===== config.mk =====
export PLATFORM = sky130hd
export DESIGN_NAME = serial_adder
export DESIGN_NICKNAME = d
export VERILOG_FILES = /design/src/rtl/serial_adder.sv
export SDC_FILE = /design/constraint.sdc
export NUM_CORES = 1
export LEC_CHECK = 0
export CAP_MARGIN = 15
export CELL_PAD_IN_SITES_DETAIL_PLACEMENT = 0
export CELL_PAD_IN_SITES_GLOBAL_PLACEMENT = 1
export CORE_MARGIN = 3
export CORE_UTILIZATION = 35
export CTS_BUF_LIST = sky130_fd_sc_hd__clkbuf_8
export CTS_CLUSTER_DIAMETER = 150
export CTS_CLUSTER_SIZE = 40
export DETAILED_ROUTE_END_ITERATION = 10
export GPL_ROUTABILITY_DRIVEN = 0
export PLACE_DENSITY = 0.82
export SLEW_MARGIN = 15
export SYNTH_ARGS = -nofsm -noshare
export SYNTH_HDL_FRONTEND = slang
export SYNTH_SLANG_ARGS = --single-unit
export TNS_END_PERCENT = 50

===== constraint.sdc =====
create_clock -name clock -period 1.2 [get_ports clock]
set_input_delay 0.24 -clock clock [delete_from_list [all_inputs] [get_ports clock]]
set_output_delay 0.24 -clock clock [all_outputs]
set_load 0.05 [all_outputs]

===== src/rtl/serial_adder.sv =====
//============================================================================
// Module      : serial_adder
// Description : Bit-serial WIDTH-bit adder, one bit per clock through a single
//               full adder, with a start/busy/done handshake.
// Revision    : 1.0 - initial release
//============================================================================
`default_nettype none

module full_adder (
    input  logic a_i,
    input  logic b_i,
    input  logic c_i,
    output logic s_o,
    output logic c_o
);
    assign s_o = a_i ^ b_i ^ c_i;
    assign c_o = (a_i & b_i) | (c_i & (a_i ^ b_i));
endmodule

module serial_adder #(
    parameter int WIDTH = 16
) (
    input  logic             clock,
    input  logic             reset,
    input  logic             start,
    input  logic [WIDTH-1:0] a,
    input  logic [WIDTH-1:0] b,
    input  logic             cin,
    output logic             busy,
    output logic             done,
    output logic [WIDTH-1:0] sum,
    output logic             cout,
    output logic             overflow
);
    localparam int CW = (WIDTH > 1) ? $clog2(WIDTH) : 1;
    localparam logic [CW-1:0] C_LAST     = CW'(WIDTH - 1);
    localparam logic [CW-1:0] C_MSB_PREV = CW'(WIDTH - 2);

    typedef enum logic [1:0] {
        S_IDLE = 2'd0,
        S_RUN  = 2'd1,
        S_DONE = 2'd2
    } state_t;

    state_t           state_q,   state_d;
    logic [WIDTH-1:0] opa_q,     opa_d;
    logic [WIDTH-1:0] opb_q,     opb_d;
    logic [WIDTH-1:0] psum_q,    psum_d;
    logic             carry_q,   carry_d;
    logic             msb_cin_q, msb_cin_d;
    logic [CW-1:0]    count_q,   count_d;
    logic [WIDTH-1:0] sum_q,     sum_d;
    logic             cout_q,    cout_d;
    logic             ovf_q,     ovf_d;

    logic             fa_s;
    logic             fa_c;

    full_adder u_fa (
        .a_i (opa_q[0]),
        .b_i (opb_q[0]),
        .c_i (carry_q),
        .s_o (fa_s),
        .c_o (fa_c)
    );

    always_comb begin
        state_d   = state_q;
        opa_d     = opa_q;
        opb_d     = opb_q;
        psum_d    = psum_q;
        carry_d   = carry_q;
        msb_cin_d = msb_cin_q;
        count_d   = count_q;
        sum_d     = sum_q;
        cout_d    = cout_q;
        ovf_d     = ovf_q;

        case (state_q)
            S_IDLE: begin
                if (start) begin
                    opa_d   = a;
                    opb_d   = b;
                    carry_d = cin;
                    psum_d  = '0;
                    count_d = '0;
                    state_d = S_RUN;
                end
            end
            S_RUN: begin
                psum_d  = {fa_s, psum_q[WIDTH-1:1]};
                opa_d   = opa_q >> 1;
                opb_d   = opb_q >> 1;
                carry_d = fa_c;
                // Carry out of bit WIDTH-2 is the carry into the MSB.
                if (count_q == C_MSB_PREV) begin
                    msb_cin_d = fa_c;
                end
                if (count_q == C_LAST) begin
                    state_d = S_DONE;
                    sum_d   = {fa_s, psum_q[WIDTH-1:1]};
                    cout_d  = fa_c;
                    ovf_d   = msb_cin_q ^ fa_c;
                end else begin
                    count_d = count_q + CW'(1);
                end
            end
            S_DONE: begin
                state_d = S_IDLE;
            end
            default: begin
                state_d = S_IDLE;
            end
        endcase
    end

    always_ff @(posedge clock) begin
        if (reset) begin
            state_q   <= S_IDLE;
            opa_q     <= '0;
            opb_q     <= '0;
            psum_q    <= '0;
            carry_q   <= 1'b0;
            msb_cin_q <= 1'b0;
            count_q   <= '0;
            sum_q     <= '0;
            cout_q    <= 1'b0;
            ovf_q     <= 1'b0;
        end else begin
            state_q   <= state_d;
            opa_q     <= opa_d;
            opb_q     <= opb_d;
            psum_q    <= psum_d;
            carry_q   <= carry_d;
            msb_cin_q <= msb_cin_d;
            count_q   <= count_d;
            sum_q     <= sum_d;
            cout_q    <= cout_d;
            ovf_q     <= ovf_d;
        end
    end

    assign busy     = (state_q == S_RUN);
    assign done     = (state_q == S_DONE);
    assign sum      = sum_q;
    assign cout     = cout_q;
    assign overflow = ovf_q;

endmodule

`default_nettype wire


; Yosys cells after proc, flatten, opt, wreduce, memory -nomap -nowiden
; Cells that the tools add are included.
[classes]
shifts = 0
magnitude_cmp = 0
add_sub_neg = 1
n_reduce_logical = 7
multipliers = 0
n_eq_ne = 7
n_div = 0
mux = 14
n_bitwise = 6
[op_table]
columns = op, n
row1 = case mux 16 bit (2 select lines), 3
row2 = 2-to-1 mux 16 bit, 3
row3 = "equality test 4 bit, second input constant", 2
row4 = 2-to-1 mux 4 bit, 2
row5 = case mux 4 bit (2 select lines), 1
row6 = AND reduction 2 bit, 4
row7 = "adder 4 x 1 -> 4 bit, second input constant", 1
row8 = 2-to-1 mux 2 bit, 2
row9 = "inequality test 2 bit, second input constant", 2
row10 = case mux 2 bit (2 select lines), 1
row11 = AND reduction 3 bit, 1
row12 = XOR 1 bit, 3
row13 = bitwise AND 1 bit, 2
row14 = "equality test 2 x 1 -> 1 bit, second input constant", 1
row15 = "equality test 2 bit, second input constant", 1
row16 = zero test 2 bit, 1
row17 = "inequality test 2 x 1 -> 1 bit, second input constant", 1
row18 = case mux 1 bit (2 select lines), 1
row19 = nonzero test 2 bit, 1
row20 = 2-to-1 mux 1 bit, 1
row21 = bitwise OR 1 bit, 1
[totals]
mem_count = 0
inputBits = 36
romBits = 0
register_bits = 74
latch_bits = 0
mem_bits_rw = 0

; Longest topological paths before layout
; Gate-level depths: netlist (run 1).
[logic_depth]
ltp_word = 4
depth_mapped = 6
depth_no_buf = 4

; By module
; Synthesis (run 1) repeated with hierarchy kept, for this count alone.
[hier_totals]
hier_cells = 333
hier_area_um2 = 2874.0
[modules_own_cells]
columns = mod, area_per_inst_um2, cells_each, n_inst, seq_area_each_um2
row1 = serial_adder, 2854.0, 332, 1, 1461.4
row2 = full_adder, 20.0, 1, 1, 0.0

; Worst setup path after synthesis (run 1)
; Ideal clock, no wire load.
[synth_path]
path_type = reg2out
start = register state_q[1]
end = output done
stages_incl_launch_ff = 2
required_time_ns = 0.960
path_slack_ns = -0.141
t_arrival_ns = 1.101
path_cell_list = dfxtp_1 -> nor2b_1
[synth_via]
elab_chain_cells = 1
[synth_lines]
columns = element, line_no
row1 = start: declaration, 45  ; state_t state_q, state_d;
row2 = start signal: assignment, 130  ; state_q <= state_d;
row3 = equality test 2 bit, 144  ; assign done = (state_q == S_DONE);
row4 = end: declaration, 30  ; output logic done,
; No other way between the ends.

; Worst setup path after layout (run 1)
[layout_path]
start = register state_q[1]
end = output busy
[layout_via]
elab_chain_cells = 1
[layout_lines]
columns = element, line_no
row1 = equality test 2 x 1 -> 1 bit, 143  ; assign busy = (state_q == S_RUN);
row2 = end: declaration, 29  ; output logic busy,
; No other way between the ends.

==> results by group, run 1 <==
Outcome
  • Status: finished, violations left
  • Violated checks: negative setup slack

Timing
  • Final worst slack: -0.202 ns
  • Worst-Margin Slew: 0.328 ns
  • Min Clock Period, post-route: around 1.4 ns
  • Endpoints failing setup: 60
  • Clock skew: 0.00954 ns
  • Fmax: about 700 MHz
  • Max-slew violation count: 0
  • Period utilization: 117%
  • Worst rel slew slack: 78.0%
  • Final Hold Vio Count: 0
  • RSZ-0062 raised after global routing: true
  • Setup_tns: -5.92 ns
  • Min Hold Slack: roughly 0.43 ns

Detailed routing
  • Routed vias/inst: approximately 5.4
  • Top layer in use: met4
  • Total Wirelength: between 8000 and 9000 um
  • Wire length on met3: ~370 um
  • Post-DR wirelength/cell: about 16 um
  • Final ANT Viol Nets: 0
  • # DRC: 0
  • Wl on met1: 3680 um
  • Met2 wire length: around 4400 um
  • Via total after detailed routing: around 2900
  • Drt pass-1 iters: 5
  • Starting DRC count in detailed routing: roughly 110

Power
  • Clock power share: 36.4%
  • Worst VDD drop: 0.000901 V
  • Cell Int Power: a little under 4 mW
  • P per Cell Area: ~1100 mW/mm^2
  • Switching share of total power: 25.6%
  • Comb power frac: 14.8%
  • Flop pwr share: ~50%
  • Pwr Total: about 5.3 mW
  • Sw Pwr: around 1.4 mW
  • Leakage: between 1.5 and 2 nW

GRT
  • Vias in the first global route: ~2600
  • GR Overflow Total: 0
  • First-pass GRT wire length: between 10000 and 15000 um
  • Largest net degree at the start of global routing: 21
  • GR Util All Layers: roughly 17%
  • Antenna violations before repair: 0

Placement
  • Pre-CTS WS: -0.438 ns
  • Post-DP HPWL: roughly 5000 um
  • Port buffer count: between 50 and 60

Setup path
  • Flop-to-flop setup slack: -0.20 ns
  • R2r startpoint: count_q[0]
  • Startpoint Class: register
  • CP delay by family, top: flip-flops
  • Worst Path Max Fanout: 4
  • Setup crit start: state_q[1]
  • Worst Path Buf+Inv: 3
  • Worst path max stage delay: around 0.37 ns
  • Critical Path RT: ~0.96 ns
  • Reg2reg end: sum[14]
  • Worst r2r path cells: 7
  • Critical-path top delay cell: dfxtp_4
  • Worst EP arrival: 1.16 ns
  • Cell Chain, Critical Path: nand2b_4 -> inv_4 -> buf_6 -> buf_12
  • Crit Path Class: reg -> out
  • Crit path capture type: output pin

Floorplan
  • Die W: between 90 and 100 um
  • Initial Utilization: a little under two fifths
  • Core region area: 0.00785 mm^2
  • Die outline height: between 90 and 100 um
  • Die area: slightly above 0.009 mm^2
  • Io pins: 56
  • # rows: 32

Clock network
  • Clock Tree Buf Depth: 2
  • Worst skew pair latency: ~0.35 ns
  • CTS tree: done
  • Clock slew at reported path FFs: 0.07 ns
  • Max H-tree Level: 3
  • CTS Buf Count: 9
  • Clk sinks: 73
  • CTS root buf: clkbuf_8

Yosys
  • Synth cell types: 36
  • Post-synthesis cell count: around 330
  • Average cell area after synthesis: ~8.6 um^2
  • #FFs+latches synth: between 70 and 80
  • Post-Synthesis Net Count: 372
  • Sequential fraction of the synthesis area: 50.8%
  • YS warnings: 0
  • Mapped Area: between 0.002 and 0.003 mm^2

Cells and area
  • Finished Core Util: between 60 and 70%
  • Layout cell share with drive strength beyond 1: between 30% and 40%
  • # diodes: 0
  • Register area: 0.00148 mm^2
  • Most frequent cells in the layout: 66 x dfxtp_1, 53 x a21oi_1, 38 x o21ai_0
  • Most common cell after layout, fill and taps aside: dfxtp_1
  • Area taken by multi-input logic gates: between 0.0015 and 0.002 mm^2
  • Nets: 464
  • Filler Cells Inserted: between 600 and 700
  • Area growth, synth to finish: 64.6%

Hold path
  • Hold Crit Class: in -> reg
  • Hold EP: opb_q[3]
  • Hold wc startpoint: b[3]
  • WHS Path Cells: 3

Flow run
  • Maxcap violations: 0
cell type report:
cell class,instances,area share [%]
well taps,102,2.69
repair buffers,109,28.7
clock inverters,4,0.924
clock buffers,11,3.20
multi-input cells,228,32.8
inverters,4,0.370
flip-flops and latches,73,31.2
how the worst max path moves through the flow:
stage                             to  slack [ns]  cells past startpoint
final                           busy       -0.20                      4
after global routing         sum[14]       -0.24                      7
after CTS                       busy       -0.20                      4
after detailed placement  psum_q[11]       -0.44                      4
after global placement    psum_q[15]       -0.42                      4
after floorplan           count_q[1]       -0.08                      4
layer usage:
metal / track usage [%] / up-vias
li1: - / 1377
met1: 20.3 / 1405
met2: 28.3 / 77
met3: 4.97 / 9
met4: 5.94 / 0
met5: 0 / -
state kept, by name, summed over array words and instances, names as in the netlist:
signal	cells
opb_q	16
psum_q	15
opa_q	16
overflow	1
count_q	4
state_q	2
cout	1
sum	16
carry_q	1
msb_cin_q	1
cells by family after synthesis:
| logic type | count (synthesis) | share of synthesized area (%) |
|---|---|---|
| AO/OA/AOI/OAI | 154 | 29.8 |
| XOR/XNOR | 1 | 0.304 |
| adder cells (fa/ha/maj) | 3 | 1.57 |
| buffers and inverters | 32 | 5.91 |
| flip-flops | 73 | 50.8 |
| multiplexers | 1 | 0.348 |
| AND/OR/NAND/NOR | 69 | 11.3 |
per-stage QoR:
step | instances | instance area, um^2
finish | 531 | 4740
global route | 531 | 4740
detailed placement | 500 | 3940
floorplan | 333 | 2920
CTS | 523 | 4400
global placement | 500 | 3940
repair_timing:
action / 4_1_cts / 5_1_grt
endpoints found under the setup margin: 72 / 74
pin swaps: 5 / 13
cloned: 3 / 2
hold buffers: 0 / 0
gates resized for setup: 42 / 55
buffers inserted: 5 / 6
synthesized netlist by cell type:
library cell	count	area share (%)
a21oi_1	81	14
dfxtp_1	73	51
o21ai_0	48	8.3
nand2_1	34	4.4
nand3_1	19	3.3
a22o_1	15	4.6
buf_2	10	1.7
clkbuf_1	9	1.2
buf_4	8	2.1
inv_1	3	0.39
nor2_1	3	0.39
a22oi_1	2	0.52
ha_1	2	0.87
nand2b_1	2	0.43
nand4_1	2	0.43
or4_1	2	0.52
a211oi_1	1	0.26
a311oi_1	1	0.30
a31o_2	1	0.30
and2_1	1	0.22
and3_1	1	0.22
buf_6	1	0.39
fa_1	1	0.70
inv_2	1	0.13
mux2i_1	1	0.35
nor2_2	1	0.22
nor2b_1	1	0.22
nor3_1	1	0.17
nor3b_1	1	0.26
nor3b_2	1	0.43
o21a_1	1	0.26
o21ba_2	1	0.35
o21bai_1	1	0.26
o311ai_1	1	0.30
o31ai_1	1	0.26
xnor2_1	1	0.30
power groups by stage:
stage / sequential (mW) / combinational, mW / clock, mW
2_1_floorplan: 2.62 / 0.342 / 0
3_3_place_gp: 2.63 / 0.592 / 0
3_5_place_dp: 2.64 / 0.604 / 0
4_1_cts: 2.59 / 0.701 / 1.97
5_1_grt: 2.60 / 0.847 / 2.09
6_report: 2.60 / 0.786 / 1.94
worst min-delay path, cell delays in order:
cell,delay (ns)
clkdlybuf4s50_1,0.39
nand2_1,0.06
a21oi_1,0.05
No activity file was read; power rests on OpenSTA's default activity.
==> run 2, diff against run 1 <==
--- a/config.mk
+++ b/config.mk
@@ -5,7 +5,6 @@
 export SDC_FILE = /design/constraint.sdc
 export NUM_CORES = 1
 export LEC_CHECK = 0
-export CAP_MARGIN = 15
 export CELL_PAD_IN_SITES_DETAIL_PLACEMENT = 0
 export CELL_PAD_IN_SITES_GLOBAL_PLACEMENT = 1
 export CORE_MARGIN = 3
@@ -14,8 +13,8 @@
 export CTS_CLUSTER_DIAMETER = 150
 export CTS_CLUSTER_SIZE = 40
 export DETAILED_ROUTE_END_ITERATION = 10
-export GPL_ROUTABILITY_DRIVEN = 0
 export PLACE_DENSITY = 0.82
+export REMOVE_ABC_BUFFERS = 1
 export SLEW_MARGIN = 15
 export SYNTH_ARGS = -nofsm -noshare
 export SYNTH_HDL_FRONTEND = slang
==> results by group, run 2 (synthesis results as in run 1) <==
Setup path
  • Critical Path RT: 0.96 ns (about the same)
  • Startpoint Class: register
  • Worst Path Buf+Inv: 3 (unchanged)
  • Reg2reg end: opb_q[4]
  • Worst Path Max Fanout: 3 (-1)
  • Critical-path top delay cell: dfxtp_2
  • Worst EP arrival: 1.14 ns (-0.02 ns)
  • R2r startpoint: state_q[1]
  • CP delay by family, top: flip-flops
  • CP dominant cell by count: buf_12
  • Cell Chain, Critical Path: nand2b_4 -> inv_6 -> buf_12 -> buf_12
  • Crit Path Class: reg -> out
  • Flop-to-flop setup slack: -0.15 ns (+0.05 ns)
  • Worst path max stage delay: 0.34 ns (-0.03 ns)
  • Worst r2r path cells: 7 (unchanged)
  • Crit path capture type: output pin

Cells and area
  • Most common cell after layout, fill and taps aside: dfxtp_1
  • Filler Cells Inserted: 684 (+5.2%)
  • Layout cell share with drive strength beyond 1: 35.1% (-0.13 points)
  • Nets: 456 (-1.7%)
  • Finished Core Util: 60.0% (-0.40 points)
  • Most frequent cells in the layout: 66 x dfxtp_1, 61 x a21oi_1, 35 x clkdlybuf4s50_1
  • # diodes: 0 (unchanged)
  • Area growth, synth to finish: 63.5%
  • Final instance area: 0.00471 mm^2 (-0.66%)
  • Final non-filler cell total: 524 (-1.3%)

Hold path
  • WHS Path Cells: 3 (unchanged)
  • Hold Crit Class: in -> reg
  • Hold wc startpoint: b[6]
  • Hold EP: opb_q[6]

Timing
  • RSZ-0062 raised after global routing: true
  • Min Hold Slack: 0.429 ns (-0.00560 ns)
  • Final Hold Vio Count: 0 (unchanged)
  • Clock skew: 0.00512 ns (-0.00442 ns)
  • Period utilization: 115% (-1.7 points)
  • Setup_tns: -5.11 ns (+0.815 ns)
  • Final worst slack: -0.181 ns (+0.0204 ns)
  • Min Clock Period, post-route: 1.38 ns (-0.0204 ns)
  • Endpoints failing setup: 58 (-3.3%)
  • Worst-Margin Slew: 0.331 ns (+0.00260 ns)
  • Max-slew violation count: 0 (unchanged)
  • Fmax: 724 MHz (+1.5%)
  • Worst rel slew slack: 77.9% (-0.17 points)

Placement
  • Port buffer count: 55 (unchanged)
  • GP Congestion: 0.768
  • Post-DP HPWL: 4720 um (-3.3%)
  • Cells after DPL: 495 (-1.0%)
  • Pre-CTS WS: -0.441 ns (-0.00347 ns)
  • Placed inst area: 0.00391 mm^2 (-0.76%)

Power
  • Leakage: 1.75 nW (-0.64%)
  • Worst VDD drop: 0.000981 V (+8.9%)
  • Pwr Total: 5.61 mW (+5.5%)
  • P per Cell Area: 1190 mW/mm^2 (+6.2%)

Outcome
  • Violated checks: negative setup slack
  • Status: finished, violations left

Detailed routing
  • Post-DR wirelength/cell: 15.2 um (-5.2%)
  • Via total after detailed routing: 2761 (-3.7%)
  • Routed vias/inst: 5.27 (-2.4%)
  • Total Wirelength: 7980 um (-6.5%)
  • Final ANT Viol Nets: 0 (unchanged)
  • Starting DRC count in detailed routing: 123 (+8.8%)
  • Drt pass-1 iters: 5 (unchanged)
  • # DRC: 0 (unchanged)

Floorplan
  • Die outline height: 96.7 um (unchanged)
  • Io pins: 56 (unchanged)
  • Initial Utilization: 36.7% (unchanged)
  • Core region area: 0.00785 mm^2 (unchanged)
  • # rows: 32 (unchanged)
  • Die area: 0.00935 mm^2 (unchanged)
  • Die W: 96.7 um (unchanged)

GRT
  • Antenna violations before repair: 0 (unchanged)
  • Vias in the first global route: 2643 (+0.038%)
  • Largest net degree at the start of global routing: 37 (+76%)
  • First-pass GRT wire length: 12300 um (-4.0%)
  • GR Util All Layers: 15.7% (-1.1 points)
  • GR Overflow Total: 0 (unchanged)

Clock network
  • CTS root buf: clkbuf_8
  • CTS tree: done
  • CTS Buf Count: 9 (unchanged)
  • Clock slew at reported path FFs: 0.08 ns (about the same)
  • Max H-tree Level: 3 (unchanged)
  • Worst skew pair latency: 0.35 ns (about the same)
  • Clock Tree Buf Depth: 2 (unchanged)
  • Clk sinks: 73 (unchanged)
  • Cts-stage hold buffer count: 0 (unchanged)

Flow run
  • Maxcap violations: 0 (unchanged)
==> run 2: cell types whose count changed in the layout (fill, tap and decap cells not counted), moves of 3 or more <==
cell	delta
o21ai_1	+17
nand3_1	+6
a21oi_1	+8
a21oi_2	-6
buf_4	-11
nand3_4	-5
buf_16	-3
buf_6	+4
o21ai_4	+6
o21ai_0	-34
o21ai_2	+11
==> run 2: worst max-delay path by stage <==
stage / startpoint / endpoint / cells after the start
after floorplan: state_q[1] / msb_cin_q / 4
after global placement: start / psum_q[12] / 4
after detailed placement: start / psum_q[1] / 4
after CTS: state_q[0] / done / 3
after global routing: state_q[1] / busy / 4
final: state_q[1] / busy / 4
==> run 2: tightest hold or removal path, stage by stage <==
cell and delay (ns):
clkdlybuf4s50_1 0.39, nand2_1 0.06, a21oi_1 0.05
==> run 2: cell type report <==
cell class	instances	area, um^2	share of cell area, %
multi-input cells	228	1570	33.3
flip-flops and latches	73	1480	31.4
repair buffers	101	1290	27.3
clock buffers	11	151	3.22
well taps	102	128	2.71
clock inverters	5	77.6	1.65
inverters	4	20.0	0.425
==> run 2: metal layers <==
layer	routed length [um]	share of wire (%)	GRT usage, %
met3	374	4.7	4.47
met1	3550	44	20.6
met5	0	0	0
met4	80	1.0	5.40
met2	3980	50	24.7
==> run 2: repair_timing <==
item                                    CTS  global route
pin swaps                                 5            22
resized for setup                        39           109
setup buffers                             6             3
endpoints found under the setup margin   73            73
cloned                                    0             4
==> run 2: where the power goes <==
part	internal, mW	total [mW]	switching (mW)	leakage, nW
logic	0.418	0.828	0.410	1.03
clock network	1.28	2.18	0.900	0.115
registers	2.53	2.61	0.0819	0.600
total	4.22	5.61	1.39	1.75
